--- config.mk ---
export PLATFORM = sky130hd
export DESIGN_NAME = led_chain_tx
export DESIGN_NICKNAME = d
export VERILOG_FILES = /design/src/rtl/led_pkg.sv /design/src/rtl/led_tick_gen.sv /design/src/rtl/led_chain_tx.sv
export SDC_FILE = /design/constraint.sdc
export NUM_CORES = 1
export LEC_CHECK = 0
export BUFFER_PORTS_ARGS = -buffer_cell sky130_fd_sc_hd__buf_2
export CAP_MARGIN = 40
export CORE_MARGIN = 5
export CORE_UTILIZATION = 33
export CTS_BUF_LIST = sky130_fd_sc_hd__clkbuf_8
export CTS_CLUSTER_DIAMETER = 50
export DETAILED_ROUTE_END_ITERATION = 12
export PLACE_DENSITY = 0.53
export SYNTH_ARGS = -nofsm -noshare
export SYNTH_HDL_FRONTEND = slang
export SYNTH_SLANG_ARGS = --single-unit
--- constraint.sdc ---
create_clock -name clk -period 6.2 [get_ports clk]
set_clock_uncertainty 0.2 [all_clocks]
set_input_delay 1.55 -clock clk [delete_from_list [all_inputs] [get_ports clk]]
set_output_delay 1.55 -clock clk [all_outputs]
set_load 0.005 [all_outputs]
--- src/rtl/led_pkg.sv ---
// Shared types and helpers for the LED chain serialiser.
package led_pkg;

  typedef enum logic [1:0] {
    StIdle    = 2'd0,
    StShiftLo = 2'd1,
    StShiftHi = 2'd2,
    StLatch   = 2'd3
  } state_e;

  localparam int unsigned LED_PER_BOARD = 8;

  // Counter width able to hold 0..n-1, never narrower than one bit.
  function automatic int unsigned cnt_width(input int unsigned n);
    return (n <= 1) ? 1 : $clog2(n);
  endfunction

endpackage

--- src/rtl/led_tick_gen.sv ---
// DIV-cycle phase divider: strobes phase_end on the last cycle of each phase.
module led_tick_gen
  import led_pkg::*;
#(
  parameter int unsigned DIV = 4
) (
  input  logic clk,
  input  logic rst,
  input  logic run,
  output logic phase_end
);

  localparam int unsigned W = cnt_width(DIV);
  localparam logic [W-1:0] Last = W'(DIV - 1);

  logic [W-1:0] cnt_q;

  assign phase_end = run && (cnt_q == Last);

  // Clearing on phase_end restarts the count for every new phase.
  always_ff @(posedge clk or posedge rst) begin
    if (rst) begin
      cnt_q <= '0;
    end else if (!run || phase_end) begin
      cnt_q <= '0;
    end else begin
      cnt_q <= cnt_q + W'(1);
    end
  end

endmodule

--- src/rtl/led_chain_tx.sv ---
// Serialises an NUM*8-bit LED vector onto a 74HC595-style chain (sclk/sdata/latch).
// Optional LED_CHAIN_AUTO_REFRESH_EN: resend automatically whenever led_all changes.
module led_chain_tx
  import led_pkg::*;
#(
  parameter int unsigned NUM = 4,
  parameter int unsigned DIV = 4
) (
  input  logic                         clk,
  input  logic                         rst,
  input  logic [NUM*LED_PER_BOARD-1:0] led_all,
  input  logic                         start,
  output logic                         sclk,
  output logic                         sdata,
  output logic                         latch,
  output logic                         busy,
  output logic                         done
);

  localparam int unsigned W  = NUM * LED_PER_BOARD;
  localparam int unsigned BW = cnt_width(W);
  localparam logic [BW-1:0] LastBit = BW'(W - 1);

  state_e        state_q;
  logic [W-2:0]  rest_q;   // bits still to send after the one on sdata
  logic [BW-1:0] bit_cnt_q;
  logic          phase_end;
  logic          go;

`ifdef LED_CHAIN_AUTO_REFRESH_EN
  logic [W-1:0] last_q;
  logic         first_q;
  assign go = !done && (start || first_q || (led_all != last_q));
`else
  assign go = !done && start;
`endif

  led_tick_gen #(
    .DIV(DIV)
  ) u_tick (
    .clk      (clk),
    .rst      (rst),
    .run      (state_q != StIdle),
    .phase_end(phase_end)
  );

  always_ff @(posedge clk or posedge rst) begin
    if (rst) begin
      state_q   <= StIdle;
      sclk      <= 1'b0;
      sdata     <= 1'b0;
      latch     <= 1'b0;
      busy      <= 1'b0;
      done      <= 1'b0;
      rest_q    <= '0;
      bit_cnt_q <= '0;
`ifdef LED_CHAIN_AUTO_REFRESH_EN
      last_q    <= '0;
      first_q   <= 1'b1;
`endif
    end else begin
      done <= 1'b0;
      unique case (state_q)
        StIdle: begin
`ifdef LED_CHAIN_AUTO_REFRESH_EN
          first_q <= 1'b0;
`endif
          if (go) begin
            rest_q    <= led_all[W-2:0];
            bit_cnt_q <= '0;
            sdata     <= led_all[W-1];
            busy      <= 1'b1;
            state_q   <= StShiftLo;
`ifdef LED_CHAIN_AUTO_REFRESH_EN
            last_q    <= led_all;
`endif
          end
        end
        StShiftLo: begin
          if (phase_end) begin
            sclk    <= 1'b1;
            state_q <= StShiftHi;
          end
        end
        StShiftHi: begin
          if (phase_end) begin
            sclk <= 1'b0;
            if (bit_cnt_q == LastBit) begin
              latch   <= 1'b1;
              state_q <= StLatch;
            end else begin
              bit_cnt_q <= bit_cnt_q + BW'(1);
              sdata     <= rest_q[W-2];
              rest_q    <= {rest_q[W-3:0], 1'b0};
              state_q   <= StShiftLo;
            end
          end
        end
        StLatch: begin
          if (phase_end) begin
            latch   <= 1'b0;
            busy    <= 1'b0;
            done    <= 1'b1;
            sdata   <= 1'b0;
            state_q <= StIdle;
          end
        end
        default: state_q <= StIdle;
      endcase
    end
  end

endmodule

Word level (Yosys, flattened, before mapping)
Cells that the tools add are included.
{"block": "op_classes", "n_reduce_logical": 18, "bitwise_logic": 0, "n_shift": 0, "n_mux": 29, "n_eq_ne": 11, "magnitude_cmp": 0, "div": 0, "addsub": 2, "mul": 0}
{"operator": "31-bit two-way mux", "count": 3}
{"operator": "31-bit case mux with 2 select lines", "count": 1}
{"operator": "5-bit two-way mux", "count": 3}
{"operator": "2-bit two-way mux", "count": 6}
{"operator": "4-bit AND reduction", "count": 3}
{"operator": "1-bit two-way mux", "count": 10}
{"operator": "5-bit case mux with 2 select lines", "count": 1}
{"operator": "2-bit nonzero test", "count": 5}
{"operator": "2-bit case mux with 4 select lines", "count": 1}
{"operator": "2-bit equality test (second input constant)", "count": 3}
{"operator": "2-bit by 1-bit != test with 1-bit output (second input constant)", "count": 3}
{"operator": "2-bit != test (second input constant)", "count": 3}
{"operator": "1-bit case mux with 2 select lines", "count": 3}
{"operator": "3-bit AND reduction", "count": 2}
{"operator": "5-bit by 1-bit adder with 5-bit output (second input constant)", "count": 1}
{"operator": "5-bit equality test (second input constant)", "count": 1}
{"operator": "5-bit AND reduction", "count": 1}
{"operator": "1-bit case mux with 3 select lines", "count": 1}
{"operator": "3-bit nonzero test", "count": 1}
{"operator": "2-bit by 1-bit adder with 2-bit output (second input constant)", "count": 1}
{"operator": "2-bit by 1-bit equality test with 1-bit output (second input constant)", "count": 1}
{"operator": "1-bit logical AND", "count": 2}
{"operator": "1-bit zero test", "count": 2}
{"operator": "2-bit zero test", "count": 1}
{"operator": "1-bit logical OR", "count": 1}
{"block": "totals", "word_cells": 69, "mem_bits_ro": 0, "memories": 0, "out_inout_bits": 5, "latchBits": 0, "ramBits": 0, "register_bits": 45}

Longest topological paths before layout
Gate-level depths: netlist of the first run.
{"block": "depth", "word_depth": 4, "ltp_mapped": 9, "depth_no_buf": 6}

Cells and area by module
From an unflattened synthesis of the first run, not the netlist that was laid out.
{"block": "hier_totals", "hier_cells": 202, "area_unflattened_um2": 2139.6}
{"mod": "led_chain_tx", "area_each_um2": 2044.5, "n_inst": 1, "cells_each": 195}
{"mod": "led_tick_gen", "area_each_um2": 95.1, "n_inst": 1, "cells_each": 7}

Worst setup path before layout of the first run
Ideal clock, no wire load.
{"block": "synth_path", "kind": "input -> register", "from": "input port start", "to": "register rest_q[1]", "required_ns": 5.875, "path_stages": 5, "slack_ns": 3.369, "arrival_ns": 2.506, "setup_time_ns": 0.125, "path_cell_list": "nor4b_2 -> or2_1 -> buf_4 -> buf_6 -> mux2_4"}
{"block": "synth_between", "elab_chain_len": 3}
{"element": "start: declaration", "line_no": "led_chain_tx.sv:12", "text": "input logic start,"}
{"element": "1-bit logical AND", "line_no": "led_chain_tx.sv:35", "text": "assign go = !done && start;"}
{"element": "2-bit != test (no source line)"}
{"element": "4-bit AND reduction (no source line)"}
{"element": "end signal: assignment", "line_no": "led_chain_tx.sv:69", "text": "rest_q <= led_all[W-2:0];"}
{"element": "end signal: assignment", "line_no": "led_chain_tx.sv:94", "text": "rest_q <= {rest_q[W-3:0], 1'b0};"}
{"element": "end: declaration", "line_no": "led_chain_tx.sv:25", "text": "logic [W-2:0] rest_q;"}
Every way passes these cells.
A chain may end at the register's enable or synchronous reset.

Worst setup path after layout of the first run
{"block": "layout_path", "from": "register bit_cnt_q[0]", "to": "register rest_q[6]"}
{"block": "layout_between", "elab_chain_len": 3}
{"element": "start: declaration", "line_no": "led_chain_tx.sv:26", "text": "logic [BW-1:0] bit_cnt_q;"}
{"element": "start signal: assignment", "line_no": "led_chain_tx.sv:92", "text": "bit_cnt_q <= bit_cnt_q + BW'(1);"}
{"element": "5-bit equality test", "line_no": "led_chain_tx.sv:88", "text": "if (bit_cnt_q == LastBit) begin"}
{"element": "2-bit != test (no source line)"}
{"element": "4-bit AND reduction (no source line)"}
Every way passes these cells.

==> results of run 1 <==
metal layers:
layer	share of wire, %	vias up	GRT usage (%)
li1	-	752	-
met1	51	722	15.1
met2	44	27	16.5
met3	3.7	6	3.01
met4	1.3	0	3.30
met5	0	-	0
state kept, by name, indices dropped and copies added, names as in the netlist:
signal and count:
busy 1, done 1, rest_q 31, bit_cnt_q 5, state_q 2, latch 1, sdata 1, u_tick.cnt_q 2
sclk 1
worst max-delay path, stage by stage (launching register included):
cell and delay [ps]:
dfrtp_1 400, ha_1 220, and3_1 190, ha_1 230
and4bb_1 790, or2_2 550, buf_16 230, mux2_1 330
worst min-delay path by stage:
stage	start	endpoint	slack (ps)	cells past startpoint
2_1_floorplan	u_tick.cnt_q[0]$_DFF_PP0_	u_tick.cnt_q[0]$_DFF_PP0_	220	1
3_3_place_gp	u_tick.cnt_q[0]$_DFF_PP0_	u_tick.cnt_q[0]$_DFF_PP0_	240	1
3_5_place_dp	u_tick.cnt_q[0]$_DFF_PP0_	u_tick.cnt_q[0]$_DFF_PP0_	240	1
4_1_cts	u_tick.cnt_q[0]$_DFF_PP0_	u_tick.cnt_q[0]$_DFF_PP0_	250	1
5_1_grt	u_tick.cnt_q[0]$_DFF_PP0_	u_tick.cnt_q[0]$_DFF_PP0_	270	1
6_report	u_tick.cnt_q[0]$_DFF_PP0_	u_tick.cnt_q[0]$_DFF_PP0_	260	1
power groups by stage:
| stage | logic (W) | registers (W) | clock network (W) |
|---|---|---|---|
| floorplan | 0.000332 | 0.000480 | 0 |
| global placement | 0.000367 | 0.000514 | 0 |
| detailed placement | 0.000393 | 0.000516 | 0 |
| CTS | 0.000394 | 0.000511 | 0.000234 |
| global route | 0.000438 | 0.000527 | 0.000245 |
| finish | 0.000385 | 0.000509 | 0.000226 |
final cells by class:
cell class,count,area share (%)
clock buffer,6,3.09
clock inverter,2,1.26
inverter,7,0.983
multi-input combinational,124,38.7
sequential,45,42.1
tap,80,3.74
timing repair buffer,43,10.1
layout by cell type, fill, tap and decap left out, drive strengths merged, types with 4 or more instances in the layout:
master | Yosys | final
a21oi | 19 | 19
buf | 10 | 43
clkbuf | 5 | 6
dfrtp | 45 | 45
inv | 7 | 8
mux2 | 27 | 27
mux2i | 19 | 19
nand2 | 8 | 8
nor3 | 18 | 18
o21ai | 4 | 4
cell families after synthesis:
family,count (synthesis),synth area share (%)
compound gates,33,10.1
mux,46,23.0
flops,45,49.7
simple gates,42,10.3
buf+inv,22,5.36
fa+ha+maj,3,1.66
through the flow:
step | area (um2) | utilization, % | hold slack (ps) | total power (W) | setup slack [ps]
after global routing | 2670 | 39.6 | 271 | 0.00121 | 2730
after floorplan | 2270 | - | 219 | 0.000812 | 3370
final | 2670 | 39.6 | 256 | 0.00112 | 2930
after global placement | 2490 | 36.9 | 235 | 0.000881 | 2580
after CTS | 2670 | 39.6 | 255 | 0.00114 | 2900
after detailed placement | 2560 | 37.9 | 243 | 0.000909 | 2710
==> metrics.md, run 1 <==
| Metric | Value |
|---|---|
| Outcome | finished, final reports clean |
| Placer Congestion | around 0.66 |
| Gr usage total | a little over a tenth |
| Sequential share of the synthesized area | 49.7% |
| Flops & latches, synth | 45 |
| Area grow syn2layout | 18.0% |
| Clock share of power | 20.2% |
| Top-count cell post-synth | dfrtp_1 |
| RR Endpoint | rest_q[6]$_DFFE_PP0P_ |
| Final cycle utilization of the critical path | 52.7% |
| Reg2Reg Setup Slack | 2930 ps |
| Post-synth ARST share | 100% |
| First-pass GRT wire length | 7580 um |
| Dpl hpwl | ~3000 um |
| Total die area | about 8600 um2 |
| Crit path to | rest_q[6]$_DFFE_PP0P_ |
| WP data arrival | approximately 3300 ps |
| Critical Path End Type | flop |
| Critical path class | flop to flop |
| Reg2reg path depth | 7 |
| Hold Buf Count CTS | 0 |
| Antenna violations before repair | 0 |
| Cell Int Power | 0.000767 W |
| Avg WL per Cell | about 14 um |
| Root buf cell | clkbuf_8 |
| Row count | 30 |
| EDFF count, synth | 0 |
| Crit path from | bit_cnt_q[0]$_DFFE_PP0P_ |
| Grt ovf | 0 |
| Antenna diodes | 0 |
| Non-filler cells, final | 307 |
| Clk_lat worst skew | between 200 and 300 ps |
| Yosys top cell by area | dfrtp_1 |
| Unrepaired setup endpoints after global routing | false |
| Clk sink count | 45 |
| Sw Ratio | 31.5% |
| Top post-synthesis cells by area | dfrtp_1 50%, mux2i_1 8.4%, mux2_2 7.0% |
| Synth Area per Inst | 11.9 um2 |
| Highest ir drop seen on vdd | 0.102 mV |
| Crit path time final | roughly 3300 ps |
| Hold Vio Cnt, Final | 0 |
| Top_reg_cell synth | dfrtp_1 |
| Via count | 1507 |
| Switching power | approximately 0.00035 W |
| Inst Count DP | 299 |
| WL final | 4410 um |
| Net Count, Synth | approximately 230 |
| Share of the synthesized area in the top cell type | 49.7% |
| Die H | 92.9 um |
| Post-synth cell types | 34 |
| Logic pwr share | 34.4% |
| Max Clk Rate | 306 MHz |
| CTS max path bufs | 2 |
| Post_cts resized | 0 |
| Vias in the first global route | 1578 |
| Syn Inst Count | roughly 190 |
| Setup bufs post-CTS | 0 |
| Drt initial violations | 46 |
| Pwr/cell area | approximately 420 nW/um2 |
| Final-stage net count | about 260 |
| H-tree level count | 2 |
| Setup TNS | 0 ps |
| CTS tree | built |
| Reg area | 1130 um2 |
| Post-DRT Antenna Nets | 0 |
| CP Data Required Time | ~6200 ps |
| Crit path max fanout | 21 |
| # IOs | 40 |
| Core area | 6760 um2 |
| Average via count per standard cell | approximately 4.9 |
| Ys Warns | 0 |
| Drt pass-1 iters | 4 |
| Setup violations, final | 0 |
| Static Leak | 1.17 nW |
| Crit path launch type | flop |
| Slew HR | 49.4% |
| Fillcell total | between 600 and 700 |
| Max-slew violations | 0 |
| Worst-Margin Slew | between 700 and 800 ps |
| Synthesized area | 2270 um2 |
| Worst hold path type | flop to flop |
| Starting density of the core | 33.5% |
| DR DRC count | 0 |
| Sequential Power Share | between 40% and 50% |
| CTS Buf Count | 5 |
| Pin count of the biggest net entering global routing | 26 |
| Maxcap violations | 0 |
| Multi-input gate area | 1030 um2 |
| # port buffers | 39 |
| Die Width | 92.9 um |
| Clock transition at the registers of the reported paths | 80 ps |
| Share of post-route cells with drive strength above 1 | 37.0% |
| Most instantiated cells after synthesis | 45 x dfrtp_1, 19 x mux2i_1, 18 x nor3_1 |
| Worst reg2reg startpoint | bit_cnt_q[0]$_DFFE_PP0P_ |
No activity file was read; power rests on OpenSTA's default activity.
==> run 2, diff against run 1 <==
--- a/config.mk
+++ b/config.mk
@@ -12,7 +12,7 @@
 export CTS_BUF_LIST = sky130_fd_sc_hd__clkbuf_8
 export CTS_CLUSTER_DIAMETER = 50
 export DETAILED_ROUTE_END_ITERATION = 12
-export PLACE_DENSITY = 0.53
+export PLACE_DENSITY = 0.55
 export SYNTH_ARGS = -nofsm -noshare
 export SYNTH_HDL_FRONTEND = slang
 export SYNTH_SLANG_ARGS = --single-unit
==> constraint.sdc (replaced) <==
create_clock -name clk -period 2.7 [get_ports clk]
set_clock_uncertainty 0.2 [all_clocks]
set_input_delay 0.675 -clock clk [delete_from_list [all_inputs] [get_ports clk]]
set_output_delay 0.675 -clock clk [all_outputs]
set_load 0.005 [all_outputs]
==> run 2 against run 1 <==
  * Count of clock-buffer cells in the layout down 1
  * Fmax up 31%
  * Register-to-register slack worse by 2700 ps
  * Global-route usage up 0.49 points
==> metrics.md, run 2 (synthesized netlist as in run 1, its figures left out) <==
| Metric | Value |
|---|---|
| CTS tree | built (unchanged) |
| Max reg flops | 31 (unchanged) |
| Pin count of the biggest net entering global routing | 25 (was 26) |
| Clk sink count | 45 (unchanged) |
| Worst reg2reg startpoint | bit_cnt_q[0]$_DFFE_PP0P_ (unchanged) |
| Gr usage total | 11.4% (was 10.9%) |
| Reg2Reg Setup Slack | 210 ps (was 2930 ps) |
| Gr busiest metal | met2 (unchanged) |
| Met2 Use GR | 17.5% (was 16.5%) |
| WP data arrival | 2460 ps (was 3250 ps) |
| Hold Vio Cnt, Final | 0 (unchanged) |
| Avg WL per Cell | 14.3 um (was 14.4 um) |
| WHS | 41.2 ps (was 256 ps) |
| Highest ir drop seen on vdd | 0.297 mV (was 0.102 mV) |
| Share of post-route cells with drive strength above 1 | 38.9% (was 37.0%) |
| CP Data Required Time | 2660 ps (was 6180 ps) |
| Crit path max fanout | 17 (was 21) |
| Final-stage net count | 271 (was 264) |
| Maxcap violations | 0 (unchanged) |
| CTS Buf Count | 5 (unchanged) |
| Overall power | 0.00246 W (was 0.00112 W) |
| Setup TNS | 0 ps (unchanged) |
| Post-DRT Antenna Nets | 0 (unchanged) |
| Crit path launch type | flop (unchanged) |
| Biggest regs | rest_q: 31 flops, bit_cnt_q: 5 flops (unchanged) |
| CTS max path bufs | 2 (unchanged) |
| H-tree level count | 2 (unchanged) |
| Core area | 6760 um2 (unchanged) |
| Reg2reg path depth | 7 (unchanged) |
| Hold Buf Count CTS | 0 (unchanged) |
| Starting density of the core | 33.5% (unchanged) |
| Drt pass-1 iters | 4 (unchanged) |
| Setup bufs post-CTS | 0 (unchanged) |
| Placer Congestion | 0.692 (was 0.663) |
| Outcome | finished, final reports clean (unchanged) |
| Most frequent cells in the layout | 45 x dfrtp_1, 39 x buf_2, 19 x mux2i_1 (unchanged) |
| Antenna diodes | 0 (unchanged) |
| DR DRC count | 0 (unchanged) |
| WL final | 4490 um (was 4410 um) |
| Via count | 1540 (was 1507) |
| Vias in the first global route | 1638 (was 1578) |
| Die Width | 92.9 um (unchanged) |
| # port buffers | 39 (unchanged) |
| # IOs | 40 (unchanged) |
| Critical path class | flop to flop (unchanged) |
| Max Clk Rate | 401 MHz (was 306 MHz) |
| Grt ovf | 0 (unchanged) |
| Area grow syn2layout | 16.8% (was 18.0%) |
| Setup slack after placement | 187 ps (was 2710 ps) |
| Placed inst area | 2560 um2 (about the same) |
| Worst Setup Slack, final | 209 ps (was 2930 ps) |
| Post_cts resized | 0 (unchanged) |
| Commonest non-fill, non-tap cell in the layout | dfrtp_1 (unchanged) |
| Antenna violations before repair | 0 (unchanged) |
| Worst hold path type | input pin to asynchronous set/reset pin (was flop to flop) |
| Final cycle utilization of the critical path | 92.3% (was 52.7%) |
| Critical Path End Type | flop (unchanged) |
| Met3 Use GR | 2.44% (was 3.01%) |
| Drt initial violations | 43 (was 46) |
| Max-slew violations | 0 (unchanged) |
| Met1 Track Usage GR | 15.9% (was 15.1%) |
| Crit path time final | 2490 ps (was 3270 ps) |
| Cell area after layout | 2650 um2 (was 2670 um2) |
| Clk_lat worst skew | 290 ps (about the same) |
| Clock transition at the registers of the reported paths | 80 ps (about the same) |
| RR Endpoint | bit_cnt_q[3]$_DFFE_PP0P_ (was rest_q[6]$_DFFE_PP0P_) |
| Row count | 30 (unchanged) |
| First-pass GRT wire length | 7880 um (was 7580 um) |
| Pwr/cell area | 928 nW/um2 (was 419 nW/um2) |
| Top reg by flops | rest_q (unchanged) |
| Root buf cell | clkbuf_8 (unchanged) |
| Worst-Margin Slew | 527 ps (was 760 ps) |
| Total die area | 8620 um2 (unchanged) |
| Dpl hpwl | 3190 um (was 3050 um) |
| Average via count per standard cell | 4.90 (was 4.91) |
| Static Leak | 1.18 nW (was 1.17 nW) |
| Setup violations, final | 0 (unchanged) |
| Die H | 92.9 um (unchanged) |
| Slew HR | 64.8% (was 49.4%) |
| Unrepaired setup endpoints after global routing | false (unchanged) |
-- run 2: cell types whose count changed in the layout (fill, tap and decap cells not counted) --
cell and change:
buf_16 -1, buf_12 -2, buf_4 +10, bufinv_16 -1, clkbuf_8 -1, clkinv_2 +2
-- run 2: per-layer routing --
layer / vias to the layer above / part of all wire, %
met5: - / 0
met4: 0 / 1.3
met3: 6 / 2.7
met2: 26 / 46
met1: 743 / 50
li1: 765 / -
-- run 2: power breakdown --
part	total, W	switching (W)	internal (W)
Clock	0.000396	0.000220	0.000176
Combinational	0.000901	0.000406	0.000495
Sequential	0.00116	0.000189	0.000972
-- run 2: through the flow --
stage / instances / utilization [%]
3_5_place_dp: 306 / 38.0
4_1_cts: 314 / 39.2
5_1_grt: 314 / 39.2
3_3_place_gp: 306 / 38.0
2_1_floorplan: 191 / -
6_report: 314 / 39.2
-- run 2: area by class of cell --
class	instances	area, um2
flip-flops and latches	45	1130
clock inverters	3	13.8
inverters	7	26.3
fillers	700	4110
well taps	80	100
repair buffers	50	278
multi-input cells	124	1030
clock buffers	5	68.8
-- run 2: how the worst max path moves through the flow --
stage          depth (start not counted)                       end  slack (ps)                     start
2_1_floorplan                          8     rest_q[1]$_DFFE_PP0P_         440  bit_cnt_q[0]$_DFFE_PP0P_
3_3_place_gp                           7  bit_cnt_q[3]$_DFFE_PP0P_         230  bit_cnt_q[0]$_DFFE_PP0P_
3_5_place_dp                           7  bit_cnt_q[3]$_DFFE_PP0P_         190  bit_cnt_q[0]$_DFFE_PP0P_
4_1_cts                                7  bit_cnt_q[3]$_DFFE_PP0P_         170  bit_cnt_q[0]$_DFFE_PP0P_
5_1_grt                                7  bit_cnt_q[3]$_DFFE_PP0P_          80  bit_cnt_q[1]$_DFFE_PP0P_
6_report                               7  bit_cnt_q[3]$_DFFE_PP0P_         210  bit_cnt_q[0]$_DFFE_PP0P_
-- run 2: worst max-delay path, cell delays in order, from the launching register on --
cell and delay [ps]:
dfrtp_1 400, ha_1 220, and3_1 180, ha_1 210, and4bb_1 290, or2_2 420
buf_4 310, o221ai_1 130
